===== src/rtl/mux_arbitro_pkg.sv =====
`default_nettype none
// ============================================================================
// Module   : mux_arbitro_pkg
// Desc     : Shared state encoding and default sizing for the mux arbiter.
// Revision : 1.0
// ============================================================================
package mux_arbitro_pkg;

   localparam int DATA_W_DEF    = 4;
   localparam int MAX_BURST_DEF = 4;
   localparam int CNT_W_DEF     = 16;

   // The grant output is the state value itself, so the encoding is one-hot.
   typedef enum logic [1:0] {
      ST_IDLE  = 2'b00,
      ST_GNT_0 = 2'b01,
      ST_GNT_1 = 2'b10
   } state_t;

   // Burst counter width: enough to hold MAX_BURST-1, never narrower than 1.
   function automatic int burst_cnt_w(input int max_burst);
      return (max_burst > 1) ? $clog2(max_burst) : 1;
   endfunction

endpackage
`default_nettype wire


===== src/rtl/mux_arbitro_rr_pick.sv =====
`default_nettype none
// ============================================================================
// Module   : mux_arbitro_rr_pick
// Desc     : Combinational next-grant selection for the two-port arbiter.
// Revision : 1.0
// ============================================================================
module mux_arbitro_rr_pick
   import mux_arbitro_pkg::*;
(
   input  state_t state_i,
   input  logic   valid_0_i,
   input  logic   valid_1_i,
   input  logic   last_i,
   input  logic   burst_done_i,
   output state_t state_o
);

   always_comb begin
      state_o = state_i;
      case (state_i)
         ST_IDLE: begin
            // On a tie the port that was not served last wins.
            if (valid_0_i && valid_1_i) begin
               state_o = last_i ? ST_GNT_0 : ST_GNT_1;
            end else if (valid_0_i) begin
               state_o = ST_GNT_0;
            end else if (valid_1_i) begin
               state_o = ST_GNT_1;
            end else begin
               state_o = ST_IDLE;
            end
         end
         ST_GNT_0: begin
            if (!valid_0_i) begin
               state_o = valid_1_i ? ST_GNT_1 : ST_IDLE;
            end else if (burst_done_i && valid_1_i) begin
               state_o = ST_GNT_1;
            end
         end
         ST_GNT_1: begin
            if (!valid_1_i) begin
               state_o = valid_0_i ? ST_GNT_0 : ST_IDLE;
            end else if (burst_done_i && valid_0_i) begin
               state_o = ST_GNT_0;
            end
         end
         default: state_o = ST_IDLE;
      endcase
   end

endmodule
`default_nettype wire


===== src/rtl/mux_arbitro.sv =====
`default_nettype none
// ============================================================================
// Module   : mux_arbitro
// Desc     : Two-port round-robin arbiter with burst limit and a one-word
//            registered output stage. Define MUX_ARBITRO_STATS_EN for counters.
// Revision : 1.0
// ============================================================================
module mux_arbitro
   import mux_arbitro_pkg::*;
#(
   parameter int DATA_W    = DATA_W_DEF,
   parameter int MAX_BURST = MAX_BURST_DEF
`ifdef MUX_ARBITRO_STATS_EN
  ,parameter int CNT_W     = CNT_W_DEF
`endif
)(
   input  logic              clk,
   input  logic              reset,
   input  logic              valid_0,
   input  logic [DATA_W-1:0] data_0,
   output logic              ready_0,
   input  logic              valid_1,
   input  logic [DATA_W-1:0] data_1,
   output logic              ready_1,
   output logic [DATA_W-1:0] data_out,
   output logic              valid_out,
   input  logic              ready_out,
   output logic [1:0]        grant
`ifdef MUX_ARBITRO_STATS_EN
  ,output logic [CNT_W-1:0]  cnt_0,
   output logic [CNT_W-1:0]  cnt_1,
   output logic [CNT_W-1:0]  stall_cnt
`endif
);

   localparam int              BC_W    = burst_cnt_w(MAX_BURST);
   localparam logic [BC_W-1:0] BC_LAST = BC_W'(MAX_BURST - 1);

   state_t            state_q, state_d;
   logic [BC_W-1:0]   burst_cnt_q, burst_cnt_d;
   logic              last_q, last_d;
   logic [DATA_W-1:0] data_out_q, data_out_d;
   logic              valid_out_q, valid_out_d;

   logic              load_en;
   logic              in_xfer;
   logic              burst_done;
   logic [DATA_W-1:0] in_data;

   assign load_en    = !valid_out_q || ready_out;
   assign ready_0    = (state_q == ST_GNT_0) && load_en;
   assign ready_1    = (state_q == ST_GNT_1) && load_en;
   assign in_xfer    = (valid_0 && ready_0) || (valid_1 && ready_1);
   assign in_data    = (state_q == ST_GNT_1) ? data_1 : data_0;
   assign burst_done = in_xfer && (burst_cnt_q == BC_LAST);

   mux_arbitro_rr_pick u_rr_pick (
      .state_i      (state_q),
      .valid_0_i    (valid_0),
      .valid_1_i    (valid_1),
      .last_i       (last_q),
      .burst_done_i (burst_done),
      .state_o      (state_d)
   );

   // Leaving a grant state records who was served and restarts the burst.
   always_comb begin
      last_d      = last_q;
      burst_cnt_d = burst_cnt_q;
      if ((state_q != ST_IDLE) && (state_d != state_q)) begin
         last_d      = (state_q == ST_GNT_1);
         burst_cnt_d = '0;
      end else if (burst_done) begin
         burst_cnt_d = '0;
      end else if (in_xfer) begin
         burst_cnt_d = burst_cnt_q + 1'b1;
      end
   end

   always_comb begin
      data_out_d  = data_out_q;
      valid_out_d = valid_out_q;
      if (in_xfer) begin
         data_out_d  = in_data;
         valid_out_d = 1'b1;
      end else if (valid_out_q && ready_out) begin
         valid_out_d = 1'b0;
      end
   end

   always_ff @(posedge clk) begin
      if (reset) begin
         state_q     <= ST_IDLE;
         burst_cnt_q <= '0;
         last_q      <= 1'b1;
         data_out_q  <= '0;
         valid_out_q <= 1'b0;
      end else begin
         state_q     <= state_d;
         burst_cnt_q <= burst_cnt_d;
         last_q      <= last_d;
         data_out_q  <= data_out_d;
         valid_out_q <= valid_out_d;
      end
   end

   assign grant     = state_q;
   assign data_out  = data_out_q;
   assign valid_out = valid_out_q;

`ifdef MUX_ARBITRO_STATS_EN
   logic [CNT_W-1:0] cnt_0_q, cnt_0_d;
   logic [CNT_W-1:0] cnt_1_q, cnt_1_d;
   logic [CNT_W-1:0] stall_cnt_q, stall_cnt_d;

   // All three counters saturate at all-ones rather than wrapping.
   always_comb begin
      cnt_0_d     = cnt_0_q;
      cnt_1_d     = cnt_1_q;
      stall_cnt_d = stall_cnt_q;
      if (valid_0 && ready_0 && !(&cnt_0_q)) begin
         cnt_0_d = cnt_0_q + 1'b1;
      end
      if (valid_1 && ready_1 && !(&cnt_1_q)) begin
         cnt_1_d = cnt_1_q + 1'b1;
      end
      if (valid_out_q && !ready_out && !(&stall_cnt_q)) begin
         stall_cnt_d = stall_cnt_q + 1'b1;
      end
   end

   always_ff @(posedge clk) begin
      if (reset) begin
         cnt_0_q     <= '0;
         cnt_1_q     <= '0;
         stall_cnt_q <= '0;
      end else begin
         cnt_0_q     <= cnt_0_d;
         cnt_1_q     <= cnt_1_d;
         stall_cnt_q <= stall_cnt_d;
      end
   end

   assign cnt_0     = cnt_0_q;
   assign cnt_1     = cnt_1_q;
   assign stall_cnt = stall_cnt_q;
`endif

endmodule
`default_nettype wire


===== config.mk =====
export PLATFORM = sky130hd
export DESIGN_NAME = mux_arbitro
export DESIGN_NICKNAME = d
export VERILOG_FILES = /design/src/rtl/mux_arbitro_pkg.sv /design/src/rtl/mux_arbitro_rr_pick.sv /design/src/rtl/mux_arbitro.sv
export SDC_FILE = /design/constraint.sdc
export NUM_CORES = 1
export LEC_CHECK = 0
export CORE_UTILIZATION = 30
export CTS_CLUSTER_SIZE = 20
export DETAILED_ROUTE_END_ITERATION = 12
export GPL_TIMING_DRIVEN = 0
export PLACE_DENSITY_LB_ADDON = 0.12
export SLEW_MARGIN = 40
export SYNTH_ARGS = -nofsm -noshare
export SYNTH_HDL_FRONTEND = slang
export SYNTH_SLANG_ARGS = --single-unit

===== constraint.sdc =====
create_clock -name clk -period 1.3 [get_ports clk]
set_clock_uncertainty 0.1 [all_clocks]
set_input_delay 0.13 -clock clk [delete_from_list [all_inputs] [get_ports clk]]
set_output_delay 0.13 -clock clk [all_outputs]
set_load 0.01 [all_outputs]

Yosys cells after proc, flatten, opt, wreduce, memory -nomap -nowiden
Cells that the tools add are included.

operators by class
  add/sub/neg operators = 1
  eq/ne operators = 4
  mux-type cells = 13
  reductions and logical operators = 17

operators by type and width
  cell                                                                   count
  2-bit two-way mux                                                      8
  1-bit logical AND                                                      10
  2-bit one-hot mux with 3 select lines                                  1
  2-bit equality test, second input constant                             2
  4-bit two-way mux                                                      1
  2-bit nonzero test                                                     2
  1-bit two-way mux                                                      3
  3-bit OR reduction                                                     1
  2-bit by 1-bit adder with 2-bit output, second input constant          1
  2-bit by 1-bit equality test with 1-bit output, second input constant  1
  2-bit logical NOT                                                      1
  1-bit logical OR                                                       2
  2-bit inequality test                                                  1
  1-bit logical NOT                                                      1

word-level totals
  register bits after elaboration = 10
  input port bits = 13
  output and inout bits = 9
  logic and storage cells = 40

Depth between registers and ports, before layout
  depth in word-level cells = 13
  gate-level depth with buffers = 6
  gate-level depth less buffers = 4

By module
Synthesis repeated with hierarchy kept, for this count alone.

unflattened totals
  cells, all modules = 66
  area total of the unflattened synthesis = 648.1 sq um

by module, submodules not included
  module               instances  cells an instance  area each (sq um)  sequential area each (sq um)
  mux_arbitro          1          54                 579.3              200.2
  mux_arbitro_rr_pick  1          12                 68.8               0.0

Worst setup path before layout
Ideal clock, no wire load.

  path type = register to register
  from = register state_q[0], in the netlist grant[0]
  to = register burst_cnt_q[0]
  setup time = 0.114 ns
  data arrival time = 1.171 ns
  data required time = 1.086 ns
  slack = -0.085 ns
  cell stages (with the launch flop) = 7
  buffers on the path = 2
  period minus slack after synthesis = 1.385 ns
  cell sequence = dfxtp_1 -> buf_6 -> nand3b_2 -> a21oi_4 -> buf_8 -> mux2i_1 -> nor2_1

between the ends
  longest elaborated chain between the ends = 12
  elaborated cells between the ends (all ways) = 20
  those cells by class = eq/ne: 3; mux: 5; reduce/logical: 12

ends and longest elaborated chain
  element                                                                                RTL line                                                         RTL
  start, declared                                                                        mux_arbitro.sv:39                                                state_t state_q, state_d;
  start signal, assigned                                                                 mux_arbitro.sv:99                                                state_q <= state_d;
  2-bit by 1-bit equality test with 1-bit output or 2-bit equality test (tied branches)  mux_arbitro_rr_pick.sv:20, mux_arbitro.sv:51, mux_arbitro.sv:52
  1-bit logical AND, on equally long branches                                            mux_arbitro.sv:51, mux_arbitro.sv:52
  1-bit logical AND                                                                      mux_arbitro.sv:53                                                assign in_xfer = (valid_0 && ready_0) || (valid_1 && ready_1);
  1-bit logical OR                                                                       mux_arbitro.sv:53
  1-bit logical AND                                                                      mux_arbitro.sv:55                                                assign burst_done = in_xfer && (burst_cnt_q == BC_LAST);
  1-bit logical AND, on equally long branches                                            mux_arbitro_rr_pick.sv:43, mux_arbitro_rr_pick.sv:36
  2-bit two-way mux, on equally long branches                                            mux_arbitro_rr_pick.sv:43, mux_arbitro_rr_pick.sv:36
  2-bit two-way mux, on equally long branches                                            mux_arbitro_rr_pick.sv:41, mux_arbitro_rr_pick.sv:34
  2-bit one-hot mux with 3 select lines                                                  mux_arbitro_rr_pick.sv:20                                        case (state_i)
  2-bit inequality test                                                                  mux_arbitro.sv:70                                                if ((state_q != ST_IDLE) && (state_d != state_q)) begin
  1-bit logical AND                                                                      mux_arbitro.sv:70
  3-bit OR reduction (no source line)                                                    --
  end signal, assigned                                                                   mux_arbitro.sv:100                                               burst_cnt_q <= burst_cnt_d;
  end, declared                                                                          mux_arbitro.sv:40                                                logic [BC_W-1:0] burst_cnt_q, burst_cnt_d;

Several ways; a longest one is shown, not always the timed one.
A chain may end at the register's enable or synchronous reset.

Worst setup path in the final report
Same ends and word-level chain as after synthesis.

==> results.json <==
{
  "outcome": "complete, but fails checks",
  "violations": "negative setup slack",
  "dieArea_um2": 2281,
  "cp-end-kind": "flip-flop",
  "place_inst": 113,
  "grt_first_pass_wirelength_um": 1987,
  "syn-num-nets": 80,
  "postCtsHoldBufs": 0,
  "routedWlPerCell_um": 11.05,
  "finalNonFillerCells": 119,
  "drcViolationCount": 0,
  "fin_nets": 108,
  "antenna_cells": 0,
  "layout-drive-gt1-share_pct": 34.78,
  "cts_num_sinks": 10,
  "arrival_ps": 1430,
  "num_rows": 16,
  "portBuffers": 20,
  "core_area_um2": 1962,
  "gp_congestion": 0.6927,
  "clockBufferDepth": 2,
  "route.met3.wl_um": 83,
  "synth-seq-area-share_pct": 31.87,
  "fin_crit_sh_pct": 105.8,
  "cts_tree": "yes",
  "h-tree-depth": 1,
  "die-width_um": 47.76,
  "synth.avg_cell_area_um2": 9.517,
  "overflow": 0,
  "vias": 551,
  "critical_path_class": "reg -> reg",
  "clk_latency_ps": 260,
  "finalWirelength_um": 1315,
  "max_stage_delay_ps": 330,
  "rsz0062_at_grt": "yes",
  "clk_pin_slew_ps": 60,
  "dr_wl_met2_um": 587,
  "critical_path.slowest_cell": "dfxtp_2",
  "tightest_slew_ps": 478.4,
  "worst_slack_ps": -75.00,
  "synth_area_um2": 628.1,
  "fill_cells": 210,
  "leakagePower_nw": 0.4047,
  "pwr_density_cell_nw_per_um2": 849.2,
  "fin_crit_ps": 1375,
  "synthCells": 66,
  "grt_pass1_vias": 429,
  "grt_max_degree": 11,
  "cts_made_buffers": 3,
  "ir_drop_mv": 0.5734,
  "cp.required_ps": 1350,
  "antenna_found_initial": 0,
  "ys_types": 29,
  "finalSetupViolCount": 7,
  "m1WireLength_um": 635,
  "die_y_um": 47.76,
  "syn_to_final_growth_pct": 47.81,
  "slew_headroom_pct": 68.11,
  "cp.buffers_inverters": 2,
  "maxCapViolCount": 0,
  "hold_class": "in -> reg",
  "dr.pass1.iters": 4,
  "crit_path_start_kind": "flip-flop",
  "grt.total_usage_pct": 12.89,
  "yosys_warnings": 0,
  "vias_per_cell": 4.630,
  "ys_ff_latch": 10,
  "cp_cell_sequence": "buf_6 -> nand3b_4 -> a21oi_4 -> buf_8 -> mux2i_1 -> nor2_1",
  "io_pins": 22,
  "cts_root_buf": "clkbuf_4",
  "initial_utilization_pct": 32.02,
  "pre_cts_ws_ps": -398.5,
  "cp_max_fo": 10,
  "routed.top_layer": "met4",
  "hold_violations": 0,
  "postRouteAntennaNets": 0,
  "fin_util_pct": 47.32,
  "clock.fmax_mhz": 727.3,
  "path_delay_family": "flip-flops",
  "drt-initial-drc-count": 12,
  "report.final.slew_viol_count": 0,
  "hpwl_um": 940.3
}
## metal layers
metal | vias up | global-route usage, %
met3 | 2 | 5.660
li1 | 285 | -
met5 | - | 0
met2 | 16 | 17.30
met1 | 248 | 17.91
met4 | 0 | 5.000
## cells in the mapped netlist
master | instances | area, um2
ha_1 | 1 | 12.51
buf_8 | 1 | 15.01
o21ai_0 | 1 | 5.000
and2_1 | 1 | 6.260
nand2b_2 | 1 | 8.760
nand3b_2 | 1 | 11.26
nand3b_4 | 1 | 20.02
a211oi_2 | 4 | 50.05
dfxtp_1 | 10 | 200.2
and3_1 | 1 | 6.260
nand2_1 | 3 | 11.26
mux2i_1 | 6 | 60.06
nand3_1 | 1 | 5.000
buf_6 | 1 | 11.26
clkbuf_1 | 2 | 7.510
mux2_1 | 1 | 11.26
nor2_1 | 6 | 22.52
inv_1 | 1 | 3.750
a21oi_2 | 1 | 8.760
a221o_1 | 1 | 10.01
o311ai_1 | 1 | 8.760
nand3b_1 | 1 | 7.510
a31oi_1 | 2 | 12.51
a21oi_1 | 4 | 20.02
nor2_2 | 4 | 25.02
nand2b_1 | 4 | 25.02
nor2b_1 | 3 | 18.77
a21oi_4 | 1 | 16.27
clkbuf_4 | 1 | 7.510
## what timing repair did
item                                    CTS  global route
buffers inserted                          3             1
pin swaps                                 1             0
endpoints found under the hold margin     0             0
gates resized for setup                  20             5
cloned                                    0             0
endpoints found under the setup margin   17            10
## cell type report
cell class                      count  area [um2]  share of cell area, %
Multi-Input combinational cell     50       409.1                  44.07
Timing Repair Buffer               24       210.2                  22.64
Sequential cell                    10       205.2                  22.10
Buffer                              4       43.79                  4.717
Tap cell                           27       33.78                  3.639
Clock buffer                        3       22.52                  2.426
Inverter                            1       3.754                 0.4043
## final timing paths
path / start / to / slack [ps] / cells after the start
setup / recovery: grant[0]$_SDFF_PP0_ / burst_cnt_q[0]$_SDFFE_PP0P_ / -80 / 6
hold / removal: reset / data_out[3]$_SDFFE_PP0P_ / 210 / 2
setup reg to reg: grant[0]$_SDFF_PP0_ / burst_cnt_q[0]$_SDFFE_PP0P_ / -80 / 6
hold reg to reg: burst_cnt_q[1]$_SDFFE_PP0P_ / burst_cnt_q[1]$_SDFFE_PP0P_ / 380 / 2
## registers in the layout (all words and copies together) (netlist names)
signal,cells
burst_cnt_q,2
data_out,4
grant,2
last_q,1
valid_out,1
## where the power goes
part / total [mW] / switching, mW / internal [mW] / leakage (nW)
Combinational: 0.231 / 0.101 / 0.130 / 0.307
Clock: 0.208 / 0.101 / 0.107 / 0.0138
Sequential: 0.350 / 0.0186 / 0.331 / 0.0836
Total: 0.788 / 0.221 / 0.567 / 0.405
## placed cells by master (no fill, tap or decap), types with 3 or more instances in the layout
| cell | n |
|---|---|
| nor2_2 | 4 |
| buf_4 | 4 |
| a21oi_1 | 4 |
| dfxtp_1 | 6 |
| nand2b_1 | 3 |
| clkbuf_4 | 3 |
| dfxtp_2 | 4 |
| nor2_1 | 6 |
| nor2b_1 | 3 |
| dlygate4sd2_1 | 8 |
| clkdlybuf4s50_1 | 10 |
| a211oi_2 | 4 |
| mux2i_1 | 6 |
## cell families after synthesis
logic type	Yosys count	synth area share, %
AND/OR/NAND/NOR	27	26.69
AO/OA/AOI/OAI	15	20.92
flip-flops	10	31.87
multiplexers	7	11.35
buffers and inverters	6	7.171
adder cells (fa/ha/maj)	1	1.992
## worst register-to-register path, delay by kind of cell (launching register included)
kind                   cells  cell delay, ps
buffers and inverters      2             300
AO/OA/AOI/OAI              1             150
flip-flops                 1             330
AND/OR/NAND/NOR            2             220
multiplexers               1             180
## stage by stage
stage	power [mW]	TNS, ps	hold slack [ps]	area (um2)
6_report	0.7884	-289.0	210.6	928.4
5_1_grt	0.8419	-701.1	235.7	928.4
4_1_cts	0.7911	-410.0	213.5	903.4
3_5_place_dp	0.5872	-3261	371.5	870.8
3_3_place_gp	0.5838	-3250	361.5	870.8
2_1_floorplan	0.4901	-30.39	109.5	636.9
Note: power is estimated with default switching activity, not from simulation.
